===== src/rtl/mem_arbiter.sv =====
// rtl/mem_arbiter.sv - two-channel RAM port arbiter, data priority with instruction starvation guard
//
// Shares the single RAM port between the instruction and data request channels
// that the cache block drives. Data wins contention, but only MAX_DSTREAK times
// in a row while an instruction request is waiting. After that, the instruction
// channel is served.
//
// Each granted access latches its address, write data and op type. These latched
// values drive the RAM until ram_ready pulses. Every access returns to IDLE for
// one cycle before the next grant. This lets a requester that saw its wait drop
// withdraw its request before it can be granted a second time.
//
// Optional build macro: ARB_STATS_EN adds saturating grant/stall counters and
// the stat_* ports.
//
// Parameters:
//   ADDR_W       address width
//   DATA_W       data word width
//   MAX_DSTREAK  consecutive data grants allowed while an instruction waits (>=1)
//   STAT_W       statistics counter width (ARB_STATS_EN only)
//
// Ports:
//   CLK, nRST                  clock (rising edge), synchronous active-low reset
//   iREN, iaddr                instruction read request and address
//   dREN, dWEN, daddr, dstore  data read/write request, address and write value
//   iwait, dwait               low only in the cycle the channel's access completes
//   iload, dload               read data, valid while the matching wait is low
//   ram_ren, ram_wen           RAM strobes, held for the whole access
//   ram_addr, ram_store        latched RAM address and write data
//   ram_load, ram_ready        RAM read data and one-cycle completion pulse
//   stat_igrant, stat_dgrant   grant counters (ARB_STATS_EN only)
//   stat_stall                 cycles with a pending request still waiting (ARB_STATS_EN only)

module mem_arbiter #(
    parameter int ADDR_W      = 32,
    parameter int DATA_W      = 32,
    parameter int MAX_DSTREAK = 4,
    parameter int STAT_W      = 16
) (
    input  logic              CLK,
    input  logic              nRST,
    input  logic              iREN,
    input  logic [ADDR_W-1:0] iaddr,
    input  logic              dREN,
    input  logic              dWEN,
    input  logic [ADDR_W-1:0] daddr,
    input  logic [DATA_W-1:0] dstore,
    output logic              iwait,
    output logic              dwait,
    output logic [DATA_W-1:0] iload,
    output logic [DATA_W-1:0] dload,
    output logic              ram_ren,
    output logic              ram_wen,
    output logic [ADDR_W-1:0] ram_addr,
    output logic [DATA_W-1:0] ram_store,
    input  logic [DATA_W-1:0] ram_load,
    input  logic              ram_ready
`ifdef ARB_STATS_EN
    ,
    output logic [STAT_W-1:0] stat_igrant,
    output logic [STAT_W-1:0] stat_dgrant,
    output logic [STAT_W-1:0] stat_stall
`endif
);

    // The streak counter must be able to hold MAX_DSTREAK itself.
    localparam int SK_W = $clog2(MAX_DSTREAK + 1);

    typedef enum logic [1:0] {
        IDLE = 2'd0,
        IACC = 2'd1,
        DACC = 2'd2
    } state_t;

    state_t          state;
    logic [SK_W-1:0] streak;

    logic i_pend;
    logic d_pend;
    logic streak_full;
    logic grant_d;
    logic grant_i;

    assign i_pend      = iREN;
    assign d_pend      = dREN | dWEN;
    assign streak_full = (streak == SK_W'(MAX_DSTREAK));

    // Data wins contention until the streak limit is reached.
    // Either channel wins when it is the only one asking.
    assign grant_d = (state == IDLE) && d_pend && (!i_pend || !streak_full);
    assign grant_i = (state == IDLE) && i_pend && !grant_d;

    // A cycle with reset asserted never releases a wait.
    // An abandoned access therefore cannot look like a completed one.
    assign iwait = !(nRST && (state == IACC) && ram_ready);
    assign dwait = !(nRST && (state == DACC) && ram_ready);

    // Read data is a straight passthrough.
    // It is only meaningful while the matching wait is low.
    assign iload = ram_load;
    assign dload = ram_load;

    always_ff @(posedge CLK) begin
        if (!nRST) begin
            state     <= IDLE;
            ram_ren   <= 1'b0;
            ram_wen   <= 1'b0;
            ram_addr  <= '0;
            ram_store <= '0;
            streak    <= '0;
        end else begin
            case (state)
                IDLE: begin
                    if (grant_d) begin
                        state     <= DACC;
                        // A simultaneous read and write request is treated as a write.
                        ram_wen   <= dWEN;
                        ram_ren   <= !dWEN;
                        ram_addr  <= daddr;
                        ram_store <= dstore;
                        // Only data grants that jump ahead of a waiting fetch count
                        // toward the streak.
                        streak    <= i_pend ? streak + SK_W'(1) : '0;
                    end else if (grant_i) begin
                        state    <= IACC;
                        ram_ren  <= 1'b1;
                        ram_wen  <= 1'b0;
                        ram_addr <= iaddr;
                        streak   <= '0;
                    end
                end
                IACC, DACC: begin
                    // Requester inputs are ignored here.
                    // Only the RAM can end the access.
                    if (ram_ready) begin
                        state   <= IDLE;
                        ram_ren <= 1'b0;
                        ram_wen <= 1'b0;
                    end
                end
                default: begin
                    state   <= IDLE;
                    ram_ren <= 1'b0;
                    ram_wen <= 1'b0;
                end
            endcase
        end
    end

`ifdef ARB_STATS_EN
    logic stall_now;

    // A stall cycle is one where some channel is asking and has not been released.
    assign stall_now = (i_pend && iwait) || (d_pend && dwait);

    always_ff @(posedge CLK) begin
        if (!nRST) begin
            stat_igrant <= '0;
            stat_dgrant <= '0;
            stat_stall  <= '0;
        end else begin
            if (grant_i && (stat_igrant != '1)) begin
                stat_igrant <= stat_igrant + STAT_W'(1);
            end
            if (grant_d && (stat_dgrant != '1)) begin
                stat_dgrant <= stat_dgrant + STAT_W'(1);
            end
            if (stall_now && (stat_stall != '1)) begin
                stat_stall <= stat_stall + STAT_W'(1);
            end
        end
    end
`endif

endmodule


===== config.mk =====
export PLATFORM = sky130hd
export DESIGN_NAME = mem_arbiter
export DESIGN_NICKNAME = d
export VERILOG_FILES = /design/src/rtl/mem_arbiter.sv
export SDC_FILE = /design/constraint.sdc
export NUM_CORES = 1
export LEC_CHECK = 0
export ABC_CLOCK_PERIOD_IN_PS = 1500
export CAP_MARGIN = 20
export CORE_MARGIN = 1
export CORE_UTILIZATION = 32
export CTS_BUF_LIST = sky130_fd_sc_hd__clkbuf_4 sky130_fd_sc_hd__clkbuf_8
export DETAILED_ROUTE_END_ITERATION = 6
export GPL_TIMING_DRIVEN = 0
export PLACE_DENSITY = 0.78
export SYNTH_ARGS = -nofsm -noshare
export SYNTH_HDL_FRONTEND = slang
export SYNTH_SLANG_ARGS = --single-unit
export TNS_END_PERCENT = 1

===== constraint.sdc =====
create_clock -name CLK -period 1.5 [get_ports CLK]
set_input_delay 0.375 -clock CLK [delete_from_list [all_inputs] [get_ports CLK]]
set_output_delay 0.375 -clock CLK [all_outputs]
set_load 0.02 [all_outputs]

==> summary.txt <==
Final layout
  • Antenna cells: 0
  • Fillers: 963
  • Fin area: 6620 um^2
  • Layout cell share with drive strength beyond 1: 0.239
  • Layout Area Growth over Synthesis: 80.3%
  • Final core occ: 0.600
  • Layout Nets: 833

Die
  • Initial Util: 0.333
  • Io pins: 266
  • Die Width: between 100 and 150 um
  • Die Ht: approximately 110 um
  • Core ar.: approximately 11000 um^2
  • Die area: 11900 um^2
  • Rows: 38

Timing
  • Tcrit/Tclk final: 1.02
  • Actual slew at the worst max-slew pin: between 700 and 800 ps
  • Setup slack after layout: -32.2 ps
  • Clk_skew: about 8.4 ps
  • Fin crit period: approximately 1500 ps
  • Slew margin rel.: 0.516
  • Slew Viols, Final: 0
  • Worst hold slack: between 300 and 400 ps
  • Max Freq: ~650 MHz
  • Final setup violation count: 11
  • RSZ-0062 raised after global routing: true
  • Final hold vios: 0

Pwr
  • VDD IR-drop max: about 0.00054 V
  • Static leakage: approximately 2.8 nW
  • Power per cell area: between 1000 and 1500 nW/um^2
  • Pwr Total: 6.90 mW

Setup path
  • WP data required: 1120 ps
  • Cell-by-cell trace of the critical path: inv_2 -> ha_1 -> nand3_1 -> buf_6
  • Critical path class: flop to output port
  • Crit path max-delay family: flip-flops
  • CP endpoint kind: output port
  • CP max FO: 3
  • Crit path launch type: flop
  • Crit path DAT: approximately 1200 ps
  • Buf+Inv Stages, Crit Path: 2
  • Crit-path slowest cell: dfxtp_2
  • CP max stage delay: ~340 ps
  • Reg2reg setup slack: -20 ps

Yosys
  • Most frequent cell after synthesis: dfxtp_1
  • Synth Register Bits: between 70 and 80
  • Synthesized area: 3670 um^2
  • Seq/Total Area, Yosys: 0.387
  • Synth top area cells: dfxtp_1, buf_4, nand3_1
  • Mapped Nets: just under 600
  • Ys async rst share: 0
  • Synth top cells by count: dfxtp_1, buf_4, nand3_1, nand2_1
  • Synth cell types: 33
  • Gate Count Post-Synth: around 450
  • Top cell type's share of synthesized area: 0.387
  • Post-synth EDFFs: 0
  • Syn avg cell area: about 8.2 um^2
  • Number of warnings issued by yosys: 0
  • Area leader, netlist: dfxtp_1
  • Top_reg_cell synth: dfxtp_1

Routing
  • Drc violations: 0
  • DRT Wirelength: ~13 mm
  • DRT Pass-1 Iters: 6
  • DRT iter0 DRCs: 221
  • Routed Antenna Nets: 0
  • Vias/cell: between 5 and 6
  • DR WL/cell: roughly 16 um
  • Via count: around 4200

Global routing
  • Vias in the first global route: approximately 4100
  • First-pass GRT wire length: approximately 19 mm
  • Largest net degree at the start of global routing: 15
  • Initial antenna violation count: 0
  • All-Layer GR Usage: 0.207
  • Congestion Overflow GR: 0

Clocking
  • CTS tree: built
  • CTS buffer count: 9
  • H-Tree Depth: 3
  • Hold-fix buffers, CTS: 0
  • Clk_lat worst skew: 350 ps
  • Clock buffer depth: 2
  • Clk slew on worst S/H paths: around 80 ps
  • Root Driver: clkbuf_8
  • CTS Sinks: a little over 70

Run status
  • Failing checks: setup timing
  • Status: complete, but fails checks

Placement
  • DP HPWL: roughly 9.9 mm
  • Dpl cell area: 6170 um^2
  • Placer Congestion: 0.799
  • IO buf count: 232

Run
  • Total of max-cap violations: 0

Hold path
  • Hold crit path type: input pin to flop
## what timing repair did
action | CTS | global route
pin swaps | 0 | 2
gates cloned | 0 | 2
resized for setup | 112 | 62
buffers inserted | 0 | 3
setup endpoints to repair | 133 | 71
## final timing paths
check                                   from           end  cells past startpoint
worst max-delay path                state[1]         iwait                      4
worst min-delay path                    nRST      state[1]                      3
worst max register to register      state[1]  ram_addr[13]                      8
worst min register to register  ram_store[9]  ram_store[9]                      2
## cell families (layout without fill, tap and decap cells)
family	Yosys count	after routing	synth area share
adders and majority gates	5	5	0.0170
and+or+nand+nor	148	148	0.194
muxes	1	1	0.00307
buffers and inverters	113	366	0.207
AOI/OAI and AO/OA	108	108	0.192
DFF	71	71	0.387
## flip-flops by register name (all words and copies together) (netlist names)
name       flops
streak         3
ram_store     32
ram_wen        1
state          2
ram_ren        1
ram_addr      32
## power by group
part,total [mW],switching (mW),internal (mW)
Combinational,2.83,1.51,1.31
Sequential,2.31,0.142,2.17
Clock,1.77,0.811,0.957
Total,6.90,2.46,4.44
## metal layers
layer | track usage | wire, um | up-vias
li1 | - | - | 2025
met1 | 0.226 | 5070 | 1979
met2 | 0.381 | 6750 | 219
met3 | 0.0580 | 1220 | 21
met4 | 0.0734 | 274 | 0
met5 | 0 | 0 | -
## placed cells by master, fill, tap and decap left out, types with 5 or more instances in the layout
cell type and instances:
nand3_1 66, nor3_1 29, o21ai_0 11, buf_4 78
clkdlybuf4s50_1 162, o21ai_1 21, a311oi_1 14, dfxtp_1 67
a311oi_2 18, clkbuf_8 9, dlygate4sd2_1 67, buf_2 5
nor3_2 5, a21oi_1 32, nand2_1 38, buf_6 14
clkbuf_2 10
## layout make-up
type,count,area [um^2],share of cell area
inverters,6,22.5,0.00340
clock buffers,9,124,0.0187
well taps,140,175,0.0265
plain buffers,107,803,0.121
clock inverters,7,103,0.0155
repair buffers,237,2280,0.344
multi-input cells,262,1690,0.255
flip-flops and latches,71,1430,0.215
## worst min-delay path, stage by stage
cell     delay [ps]
buf_2           170
nand2_1          70
o32ai_1          70
## per-stage QoR
step                      std cells  setup WS, ps  TNS [ps]
after floorplan                 446          27.3         0
after global placement          818          -484    -29750
after detailed placement        818          -529    -31970
after CTS                       834          -221     -1990
after global routing            839          -119     -2720
final                           839         -32.2      -149
Power figures use the tool's default switching activity.
